--- config.mk ---
export PLATFORM = sky130hd
export DESIGN_NAME = traffic_light_monitor_flat
export DESIGN_NICKNAME = d
export VERILOG_FILES = /design/src/rtl/traffic_pkg.sv /design/src/rtl/traffic_light_monitor_if.sv /design/src/rtl/rag_successor.sv /design/src/rtl/traffic_light_monitor.sv /design/src/flat_wrapper.sv
export SDC_FILE = /design/constraint.sdc
export NUM_CORES = 1
export LEC_CHECK = 0
export ABC_CLOCK_PERIOD_IN_PS = 2500
export CAP_MARGIN = 10
export CORE_ASPECT_RATIO = 1.5
export CORE_MARGIN = 8
export CORE_UTILIZATION = 54
export DETAILED_ROUTE_END_ITERATION = 8
export PLACE_DENSITY = 0.87
export SLEW_MARGIN = 0
export SYNTH_ARGS = -nofsm -noshare
export SYNTH_HDL_FRONTEND = slang
export SYNTH_SLANG_ARGS = --single-unit
--- constraint.sdc ---
create_clock -name clk -period 2.5 [get_ports clk]
set_clock_uncertainty 0.2 [all_clocks]
set_input_delay 0.5 -clock clk [delete_from_list [all_inputs] [get_ports clk]]
set_output_delay 0.5 -clock clk [all_outputs]
set_load 0.1 [all_outputs]
--- src/rtl/traffic_pkg.sv ---
// Shared definitions for the traffic light monitor and light generator.
//   RAG_*    : lamp encodings of {red, amber, green}
//   ERR_*    : err_code values reported by the monitor
//   mon_state_e : monitor state encoding
package traffic_pkg;

  localparam logic [2:0] RAG_OFF       = 3'b000;
  localparam logic [2:0] RAG_RED       = 3'b100;
  localparam logic [2:0] RAG_RED_AMBER = 3'b110;
  localparam logic [2:0] RAG_GREEN     = 3'b001;
  localparam logic [2:0] RAG_AMBER     = 3'b010;

  localparam logic [1:0] ERR_NONE    = 2'b00;
  localparam logic [1:0] ERR_ILLEGAL = 2'b01;
  localparam logic [1:0] ERR_ORDER   = 2'b10;
  localparam logic [1:0] ERR_STALL   = 2'b11;

  typedef enum logic [1:0] {
    ST_IDLE    = 2'd0,
    ST_ACQUIRE = 2'd1,
    ST_TRACK   = 2'd2,
    ST_FAULT   = 2'd3
  } mon_state_e;

endpackage

--- src/rtl/traffic_light_monitor_if.sv ---
// Lamp observation and status bundle of the traffic light monitor.
//   enable, red, amber, green : driven by the master (lamp side / controller)
//   locked, err, err_code     : monitor status
//   cycles                    : completed light cycles, CYCLE_W bits
interface traffic_light_monitor_if #(
  parameter int CYCLE_W = 8
);
  logic               enable;
  logic               red;
  logic               amber;
  logic               green;
  logic               locked;
  logic               err;
  logic [1:0]         err_code;
  logic [CYCLE_W-1:0] cycles;

  modport master (
    output enable, red, amber, green,
    input  locked, err, err_code, cycles
  );

  modport slave (
    input  enable, red, amber, green,
    output locked, err, err_code, cycles
  );
endinterface

--- src/rtl/rag_successor.sv ---
// Combinational legal-sequence lookup for the lamp encoding.
//   rag      : current {red, amber, green}
//   rag_next : the only legal successor of rag (000 when rag is illegal)
//   legal    : rag is one of the four legal encodings
module rag_successor
  import traffic_pkg::*;
(
  input  logic [2:0] rag,
  output logic [2:0] rag_next,
  output logic       legal
);

  always_comb begin
    rag_next = RAG_OFF;
    legal    = 1'b0;
    case (rag)
      RAG_RED: begin
        rag_next = RAG_RED_AMBER;
        legal    = 1'b1;
      end
      RAG_RED_AMBER: begin
        rag_next = RAG_GREEN;
        legal    = 1'b1;
      end
      RAG_GREEN: begin
        rag_next = RAG_AMBER;
        legal    = 1'b1;
      end
      RAG_AMBER: begin
        rag_next = RAG_RED;
        legal    = 1'b1;
      end
      default: ;
    endcase
  end

endmodule

--- src/rtl/traffic_light_monitor.sv ---
// Traffic light sequence monitor. Watches {red, amber, green} every clock,
// locks onto the legal sequence 100->110->001->010->100, counts completed
// cycles and latches the first fault until reset.
//   clk : clock, rising edge
//   rst : synchronous active-high reset
//   mon : traffic_light_monitor_if.slave (enable, lamps in; status out)
//
// state      | meaning
// -----------+-------------------------------------------------------
// ST_IDLE    | monitoring off, waiting for enable
// ST_ACQUIRE | waiting for first legal lamp pattern, illegal ignored
// ST_TRACK   | locked, checking order and hold time every cycle
// ST_FAULT   | error latched, frozen until rst
module traffic_light_monitor
  import traffic_pkg::*;
#(
  parameter int MAX_HOLD = 1,
  parameter int CYCLE_W  = 8
) (
  input  logic                     clk,
  input  logic                     rst,
  traffic_light_monitor_if.slave   mon
);

  // Hold time is a down-counter loaded with MAX_HOLD-1 on entry to a
  // pattern; a repeat of the pattern at terminal count zero is a stall.
  localparam int                 HOLD_W    = (MAX_HOLD > 1) ? $clog2(MAX_HOLD) : 1;
  localparam logic [HOLD_W-1:0]  HOLD_INIT = HOLD_W'(MAX_HOLD - 1);
  localparam logic [CYCLE_W-1:0] CYC_MAX   = '1;

  mon_state_e         state_q, state_d;
  logic [2:0]         prev_q, prev_d;
  logic [2:0]         exp_q, exp_d;
  logic [HOLD_W-1:0]  hold_q, hold_d;
  logic [CYCLE_W-1:0] cycles_q, cycles_d;
  logic [1:0]         err_code_q, err_code_d;

  logic [2:0] rag;
  logic [2:0] rag_next;
  logic       rag_legal;

  assign rag = {mon.red, mon.amber, mon.green};

  // The successor of each accepted pattern is captured in exp_q, so one
  // lookup serves both legality of the sample and the order check.
  rag_successor u_succ (
    .rag      (rag),
    .rag_next (rag_next),
    .legal    (rag_legal)
  );

  always_comb begin
    state_d    = state_q;
    prev_d     = prev_q;
    exp_d      = exp_q;
    hold_d     = hold_q;
    cycles_d   = cycles_q;
    err_code_d = err_code_q;

    case (state_q)
      ST_IDLE: begin
        if (mon.enable) state_d = ST_ACQUIRE;
      end

      ST_ACQUIRE: begin
        if (!mon.enable) begin
          state_d = ST_IDLE;
        end else if (rag_legal) begin
          state_d = ST_TRACK;
          prev_d  = rag;
          exp_d   = rag_next;
          hold_d  = HOLD_INIT;
        end
      end

      // Errors are checked before enable so a fault seen while enable
      // drops still latches.
      ST_TRACK: begin
        if (!rag_legal) begin
          state_d    = ST_FAULT;
          err_code_d = ERR_ILLEGAL;
        end else if (rag == prev_q) begin
          if (hold_q == '0) begin
            state_d    = ST_FAULT;
            err_code_d = ERR_STALL;
          end else if (!mon.enable) begin
            state_d = ST_IDLE;
          end else begin
            hold_d = hold_q - 1'b1;
          end
        end else if (rag == exp_q) begin
          if (!mon.enable) begin
            state_d = ST_IDLE;
          end else begin
            prev_d = rag;
            exp_d  = rag_next;
            hold_d = HOLD_INIT;
            if (prev_q == RAG_AMBER && cycles_q != CYC_MAX) begin
              cycles_d = cycles_q + 1'b1;
            end
          end
        end else begin
          state_d    = ST_FAULT;
          err_code_d = ERR_ORDER;
        end
      end

      ST_FAULT: ;

      default: state_d = ST_IDLE;
    endcase
  end

  always_ff @(posedge clk) begin
    if (rst) begin
      state_q    <= ST_IDLE;
      prev_q     <= RAG_OFF;
      exp_q      <= RAG_OFF;
      hold_q     <= '0;
      cycles_q   <= '0;
      err_code_q <= ERR_NONE;
    end else begin
      state_q    <= state_d;
      prev_q     <= prev_d;
      exp_q      <= exp_d;
      hold_q     <= hold_d;
      cycles_q   <= cycles_d;
      err_code_q <= err_code_d;
    end
  end

  assign mon.locked   = (state_q == ST_TRACK);
  assign mon.err      = (err_code_q != ERR_NONE);
  assign mon.err_code = err_code_q;
  assign mon.cycles   = cycles_q;

endmodule

--- src/flat_wrapper.sv ---
// flat-port wrapper written by rule: the top's interface ports become plain ports
module traffic_light_monitor_flat import traffic_pkg::*;
#(
  parameter int MAX_HOLD = 1,
  parameter int CYCLE_W  = 8
)
  (clk, rst, mon_enable, mon_red, mon_amber, mon_green, mon_locked, mon_err, mon_err_code, mon_cycles);
  traffic_light_monitor_if #(.CYCLE_W(CYCLE_W)) mon_i ();
  input  logic clk;
  input  logic rst;
  input wire logic [$bits(mon_i.enable)-1:0] mon_enable;
  input wire logic [$bits(mon_i.red)-1:0] mon_red;
  input wire logic [$bits(mon_i.amber)-1:0] mon_amber;
  input wire logic [$bits(mon_i.green)-1:0] mon_green;
  output wire logic [$bits(mon_i.locked)-1:0] mon_locked;
  output wire logic [$bits(mon_i.err)-1:0] mon_err;
  output wire logic [$bits(mon_i.err_code)-1:0] mon_err_code;
  output wire logic [$bits(mon_i.cycles)-1:0] mon_cycles;
  assign mon_i.enable = mon_enable;
  assign mon_i.red = mon_red;
  assign mon_i.amber = mon_amber;
  assign mon_i.green = mon_green;
  assign mon_locked = mon_i.locked;
  assign mon_err = mon_i.err;
  assign mon_err_code = mon_i.err_code;
  assign mon_cycles = mon_i.cycles;
  traffic_light_monitor #(.MAX_HOLD(MAX_HOLD), .CYCLE_W(CYCLE_W)) u_core (.clk(clk), .rst(rst), .mon(mon_i));
endmodule
-- Word level (Yosys, flattened, before mapping)
Index checks and enable logic that the tools add are counted.
- muxes and demuxes: 38
- bitwise gates (word level): 1
- $lt $le $gt $ge: 0
- eq/ne operators: 22
- multipliers: 0
- shifts and indexed selects: 0
- add/subtract/negate cells: 2
- divide/modulo/power cells: 0
- reductions and logical operators: 11
- operator list (operator ; number):
    two-way mux 3 bit ; 12
    two-way mux 2 bit ; 12
    case mux 3 bit (2 select lines) ; 2
    case mux 3 bit (4 select lines) ; 1
    AND reduction 6 bit ; 2
    two-way mux 1 bit ; 9
    adder 8 x 1 -> 8 bit, second input constant ; 1
    inequality test 2 bit, second input constant ; 4
    inequality test 8 bit, second input constant ; 1
    AND reduction 7 bit ; 1
    == test 3 x 2 -> 1 bit, second input constant ; 2
    == test 3 bit ; 2
    == test 3 bit, second input constant ; 2
    inequality test 2 x 1 -> 1 bit, second input constant ; 3
    inequality test 3 x 2 -> 1 bit, second input constant ; 2
    inequality test 3 bit, second input constant ; 2
    case mux 2 bit (3 select lines) ; 1
    AND reduction 3 bit ; 2
    nonzero test 2 bit ; 2
    OR reduction 4 bit ; 1
    == test 3 x 1 -> 1 bit, second input constant ; 1
    inequality test 3 x 1 -> 1 bit, second input constant ; 1
    nonzero test 3 bit ; 1
    == test 2 x 1 -> 1 bit, second input constant ; 1
    other kinds (6) ; 6
- memory bits (read-only): 0
- output and inout bits: 12
- memories kept: 0
- latch bits: 0
- flip-flop bits (word level): 19
- word-level logic and storage cells: 80
- memory bits (writable): 0

-- Logic depth before layout (Yosys ltp)
Gate-level depths: netlist (run 1).
- depth in word-level cells: 7
- mapped depth: 7
- depth with buffers taken out: 7

-- Cells and area by module
From an unflattened synthesis (run 1), not the netlist that was laid out.
- cell total of the unflattened synthesis: 132
- area total of the unflattened synthesis: 1138.6 um^2
- modules (own cells, without submodules) (module ; cells an instance ; times used ; seq. area each (um^2) ; area an instance (um^2)):
    traffic_light_monitor ; 124 ; 1 ; 380.4 ; 1093.5
    rag_successor ; 8 ; 1 ; 0.0 ; 45.0

-- Worst setup path after synthesis (run 1)
OpenSTA, ideal clock, no wires.
- kind: register to register
- start: register u_core.state_q[0]
- end: register u_core.cycles_q[5] (netlist: u_core.mon.cycles[5])
- slack: -0.324 ns
- cell stages (with the launch flop): 8
- arrival: 2.500 ns
- library setup time: 0.123 ns
- cell sequence: dfxtp_1 inv_1 ha_1 nand4b_1 a211oi_2 nand2_2 nor4_1 mux2_1
- word-level cells in the longest chain between the ends: 2
- RTL lines (what ; line ; RTL):
    start: declaration ; traffic_light_monitor.sv:31 ; mon_state_e state_q, state_d;
    start signal: assignment ; traffic_light_monitor.sv:123 ; state_q <= state_d;
    == test 2 bit ; - ;
    via mon_locked ; flat_wrapper.sv:15 ; output wire logic [$bits(mon_i.locked)-1:0] mon_locked;
    AND reduction 6 bit (no source line) ; - ;
    end signal: assignment ; traffic_light_monitor.sv:127 ; cycles_q <= cycles_d;
    end: declaration ; traffic_light_monitor.sv:35 ; logic [CYCLE_W-1:0] cycles_q, cycles_d;
The timed path passes the listed nets, and every way through them passes these cells.
A chain may end at the register's enable or synchronous reset.

-- Worst setup path in the final report (run 1)
- start: input mon_red
- end: register u_core.cycles_q[5] (netlist: u_core.mon.cycles[5])
- word-level cells in the longest chain between the ends: 4
- elaborated cells between the ends (all ways): 10
- RTL lines (what ; line ; RTL):
    start: declaration ; flat_wrapper.sv:12 ; input wire logic [$bits(mon_i.red)-1:0] mon_red;
    == test 3 x 2 -> 1 bit, or another cell as far along ; rag_successor.sv:16 ; case (rag)
    OR reduction 4 bit (no source line) ; - ;
    two-way mux 1 bit ; rag_successor.sv:16 ;
    AND reduction 6 bit (no source line) (*) ; - ;
Every way passes the cells marked *; elsewhere a longest branch is shown, timed or not.

==> results of run 1 <==
final timing paths:
path                                       startpoint                                  end  slack [ns]  depth (start not counted)
hold / removal    u_core.mon.err_code[0]$_SDFFE_PP0P_  u_core.mon.err_code[0]$_SDFFE_PP0P_        0.29                          2
setup reg to reg       u_core.state_q[0]$_SDFFE_PP0P_    u_core.mon.cycles[5]$_SDFFE_PP0P_        0.20                          7
setup / recovery                              mon_red    u_core.mon.cycles[5]$_SDFFE_PP0P_        0.02                          7
hold reg to reg   u_core.mon.err_code[0]$_SDFFE_PP0P_  u_core.mon.err_code[0]$_SDFFE_PP0P_        0.29                          2
kinds of logic (layout without fill, tap and decap cells):
kind of cell,count (synthesis),count (layout),synth area share
compound gates,41,41,0.209
xor+xnor,8,8,0.0600
fa+ha+maj,5,5,0.0484
buf+inv,11,47,0.0513
flops,19,19,0.294
mux,7,7,0.0581
simple gates,57,57,0.279
power groups by stage:
| stage | combinational (mW) | clock, mW | sequential [mW] |
|---|---|---|---|
| 3_5_place_dp | 0.737 | 0 | 0.425 |
| 2_1_floorplan | 0.480 | 0 | 0.454 |
| 6_report | 0.751 | 0.158 | 0.423 |
| 3_3_place_gp | 0.702 | 0 | 0.417 |
| 4_1_cts | 0.740 | 0.162 | 0.417 |
| 5_1_grt | 0.815 | 0.178 | 0.433 |
metal layers:
metal,wire (microns),vias to the layer above,track usage
li1,-,623,-
met1,1390,610,0.169
met2,1820,40,0.278
met3,109,11,0.0350
met4,102,0,0.0870
met5,0,-,0
area by class of cell:
class | count | area (sq um) | share of cell area
multi-input cells | 118 | 870 | 0.529
flip-flops and latches | 19 | 383 | 0.233
repair buffers | 40 | 325 | 0.198
well taps | 23 | 28.8 | 0.0175
clock buffers | 4 | 26.3 | 0.0160
inverters | 3 | 11.3 | 0.00685
state kept, by name, indices dropped and copies added, names as in the netlist:
register,flops
u_core.state_q,2
u_core.mon.err_code,2
u_core.hold_q,1
u_core.exp_q,3
u_core.mon.cycles,8
u_core.prev_q,3
worst register-to-register path: stages, from the launching register on:
cell      delay, ns
dfxtp_1        0.37
inv_1          0.10
ha_2           0.29
nand4b_1       0.14
a211oi_2       0.27
nand2_2        0.16
nor4_1         0.31
mux2_1         0.36
metrics by stage:
step,setup TNS (ns),util,setup WS [ns],power (mW)
after floorplan,0,-,0.00973,0.934
after global placement,-2.06,0.707,-0.158,1.12
after detailed placement,-3.64,0.707,-0.289,1.16
after CTS,0,0.718,0.0212,1.32
after global routing,-0.0754,0.728,-0.0285,1.43
final,0,0.728,0.0238,1.33
synthesized netlist by cell type (all sizes together), types with 3 or more instances:
master	count
nand4	4
xor2	6
inv	3
and3	3
dfxtp	19
nand2	6
nand3	5
ha	5
a21oi	13
mux2	4
mux2i	3
nor2	7
nor2b	6
o21ai	9
o21a	3
o31ai	4
buf	5
a31oi	3
clkbuf	3
nor3	3
or4	5
nand2b	3
cell usage in the layout, fill, tap and decap left out, types with 6 or more instances in the layout:
cell type and count:
nor2b_1 6, buf_4 34, a21oi_1 12, nor2_1 7, o21ai_0 8, dfxtp_1 17
==> metrics.cfg, run 1 <==
[worst_setup_path]
cp_data_required_time_ns=2.50
slowest_delay_ns=0.51
crit_path_end_kind=flip-flop
path_cells=clkdlybuf4s50_1 -> buf_4 -> xor2_1 -> nor3_4 -> nand2_2 -> nor4_1 -> mux2_1
arrival_ns=2.48
critical-path-top-delay-family=buffers and inverters
start_kind=primary input
crit_type=primary input to flip-flop
cp_max_fo=6
path_buf_inv=2
worst_path_max_delay_cell=clkdlybuf4s50_1

[layout]
antenna_cells=0
final_cells=207
drive_gt1_frac=0.288
filler_cell_count=168
fin_nets=196
syn_to_final_growth_pct=27.2
postLayoutCellArea_sq_um=1640

[clock_network]
cts-root-buf=clkbuf_4
cts_setup_buffers=0
clockBufferDepth=2
cts_buffers=3
cts-resized-gates=0
cts.sinks=19
tritoncts=built
insertion_delay_ns=0.30
clk_pin_slew_ns=0.11
cts_max_level=1
hold_buffers=0

[synthesis]
ys.flop_type=dfxtp_1
syn_area_per_cell_sq_um=8.73
yosysTopAreaCellShare=0.294
ys_seq_elements=19
yosysUniqueCellTypes=46
synth_edf_count=0
yosysWarnings=0
synth_area_sq_um=1290
synth_top_area_cell=dfxtp_1
syn_inst=148
synthArstFlopShare=0
syn_nets=159
synthTopCellsByArea=dfxtp_1 (29%), a21oi_1 (5.0%), ha_1 (4.8%)
yosysSeqAreaShare=0.294

[floorplan]
rows=21
core_sq_um=2260
die_area_sq_um=4250
start_util=0.572
die_h_microns=75.9
io_pins=18
die_w_microns=55.9

[placement]
placed_cells=203
io_buffer_count=17
placed_area_sq_um=1600
dp_hpwl_mm=2.61
place_congestion=0.901

[pwr]
internal_power_mw=0.706
netSwitchingPower_mw=0.627
power_density_nw_per_um2=811
pwr-share-seq=0.317
switching_share=0.470
p_clk_frac=0.119
pwr-share-comb=0.564
vdd_drop_max_uv=446
leakage_nw=0.682

[global_route]
track_usage=0.159
grt_pass1_wl_mm=5.75
overflow=0
grt_max_degree=17
first_global_vias=1272
antenna_found_initial=0

[drt]
ant_nets=0
drc=0
routedWlPerCell_microns=16.6
drt_wl_total_mm=3.43
vias_per_cell=6.20
dr_total_vias=1284
first_iter_violations=32
dr.pass1.iters=6

[sta]
max_freq_mhz=404
maxSlewHeadroom=0.663
worstMarginPinSlew_ns=0.504
layout_min_cycle_time_ns=2.48
finalHoldViolCount=0
final_max_slew_viol_count=0
setup_viol=0
hold_slack_ns=0.293
finalCritPeriodShare=0.990

[run_status]
status=complete, no violations

[run]
drv_cap=0

[min_path]
hold_class=flip-flop to flip-flop

No activity file was read; power rests on OpenSTA's default activity.
==> run 2: changes to the inputs <==
--- a/config.mk
+++ b/config.mk
@@ -7,7 +7,7 @@
 export LEC_CHECK = 0
 export ABC_CLOCK_PERIOD_IN_PS = 2500
 export CAP_MARGIN = 10
-export CORE_ASPECT_RATIO = 1.5
+export CORE_ASPECT_RATIO = 1.2
 export CORE_MARGIN = 8
 export CORE_UTILIZATION = 54
 export DETAILED_ROUTE_END_ITERATION = 8
==> run 2 against run 1 <==
Register-to-register slack about the same. Clock-buffer cell count is the same. Cell count rose by 4.3%. Fmax rose by 0.98%. First-iteration DRC count grew 34%.
==> metrics.cfg, run 2 (synthesis gave the netlist of run 1 again) <==
[global_route]
track_usage=0.150
grt_max_degree=16
overflow=0
grt_pass1_wl_mm=5.26
first_global_vias=1230
antenna_found_initial=0

[worst_setup_path]
worst_path_max_delay_cell=clkdlybuf4s50_1
start_kind=primary input
path_depth=8
crit_path_end_kind=flip-flop
cp_data_required_time_ns=2.49
crit_type=primary input to flip-flop
arrival_ns=2.44
path_cells=clkdlybuf4s50_1 -> buf_4 -> xor2_1 -> nor3_4 -> buf_4 -> nand4_1 -> nor3_1 -> mux2_1
crit_top_cell=buf_4
cp_max_fo=5
r2r_start=u_core.state_q[1]$_SDFFE_PP0P_
slowest_delay_ns=0.48
worst-r2r-cell-count=7
critPathLaunch=mon_red
critical-path-top-delay-family=buffers and inverters
path_buf_inv=3

[drt]
drt_wl_total_mm=3.23
first_iter_violations=43
dr_total_vias=1254
ant_nets=0
dr.pass1.iters=4
vias_per_cell=5.81
drc=0
routedWlPerCell_microns=14.9

[layout]
seq_area_sq_um=383
antenna_cells=0
filler_cell_count=183
fin_nets=197
drive_gt1_frac=0.297
syn_to_final_growth_pct=29.2
multiInputGateArea_sq_um=876
largest_reg_flops=8
final_common_cell=buf_4
final_cell_mix=buf_4 (35), dfxtp_1 (17), a21oi_1 (13)

[placement]
place_ws_ns=-0.290
io_buffer_count=17
dp_hpwl_mm=2.53
place_congestion=0.823

[sta]
setup_ws_ns=0.0477
setup_viol=0
layout_min_cycle_time_ns=2.45
max_freq_mhz=408
fin_tns_setup_ns=0
finalCritPeriodShare=0.981
worstMarginPinSlew_ns=0.461
finalHoldViolCount=0
maxSlewHeadroom=0.692
final_max_slew_viol_count=0

[pwr]
p_clk_frac=0.113
internal_power_mw=0.739
pwr-share-comb=0.583
leakage_nw=0.694
vdd_drop_max_uv=560
power_density_nw_per_um2=820
pwr-share-seq=0.305
netSwitchingPower_mw=0.631
switching_share=0.461
finalPower_mw=1.37

[clock_network]
cts_buffers=3
tritoncts=built
clk_pin_slew_ns=0.10
cts-root-buf=clkbuf_4
clockBufferDepth=2
cts_max_level=1
insertion_delay_ns=0.29
cts.sinks=19
cts_setup_buffers=0

[floorplan]
die_area_sq_um=4220
rows=19
die_h_microns=69.6
core_sq_um=2280
die_w_microns=60.7
io_pins=18
start_util=0.566

[run_status]
status=complete, no violations

[min_path]
min_path_cells=2
min_from=u_core.mon.err_code[0]$_SDFFE_PP0P_
hold_class=flip-flop to flip-flop

[run]
drv_cap=0

[run 2: cell types whose count changed in the layout (fill, tap and decap cells not counted), sizes merged]
cell / change
buf: +1
dlymetal6s2s: +1
clkdlybuf4s50: -1
[run 2: stage by stage]
step / util / std cells / area, sq um / hold slack, ns
floorplan: - / 148 / 1300 / 0.261
global placement: 0.707 / 212 / 1610 / 0.277
detailed placement: 0.707 / 212 / 1610 / 0.291
CTS: 0.719 / 216 / 1640 / 0.307
global route: 0.732 / 216 / 1670 / 0.316
finish: 0.732 / 216 / 1670 / 0.301
[run 2: area by class of cell]
| type | instances | share of cell area |
|---|---|---|
| multi-input cells | 118 | 0.524 |
| repair buffers | 41 | 0.201 |
| clock buffers | 4 | 0.0157 |
| inverters | 3 | 0.00674 |
| flip-flops and latches | 19 | 0.229 |
| well taps | 31 | 0.0232 |
[run 2: tightest hold or removal path: cells and delay by family, from the launching register on]
family | cells | cell delay [ns]
DFF | 1 | 0.34
muxes | 1 | 0.06
and+or+nand+nor | 1 | 0.07
[run 2: worst paths after layout]
check	endpoint	slack, ns
worst max register to register	u_core.mon.cycles[7]$_SDFFE_PP0P_	0.21
worst max-delay path	u_core.mon.cycles[7]$_SDFFE_PP0P_	0.05
worst min-delay path	u_core.mon.err_code[0]$_SDFFE_PP0P_	0.30
worst min register to register	u_core.mon.err_code[0]$_SDFFE_PP0P_	0.30
[run 2: layer usage]
metal | vias up | part of all wire | routed length, microns | GRT usage
met5 | - | 0 | 0 | 0
met3 | 4 | 0.029 | 95 | 0.0148
li1 | 626 | - | - | -
met2 | 28 | 0.54 | 1730 | 0.274
met4 | 0 | 0.0090 | 29 | 0.0312
met1 | 596 | 0.43 | 1370 | 0.175
[run 2: power groups by stage]
stage	Combinational [mW]	Sequential [mW]	Clock [mW]
4_1_cts	0.758	0.414	0.158
5_1_grt	0.860	0.427	0.167
2_1_floorplan	0.480	0.454	0
3_3_place_gp	0.721	0.417	0
3_5_place_dp	0.755	0.421	0
6_report	0.798	0.417	0.154
[run 2: timing repair]
action / in CTS / in global routing
endpoints found under the setup margin: 0 / 12
hold buffers: 0 / 0
gates resized for setup: 0 / 6
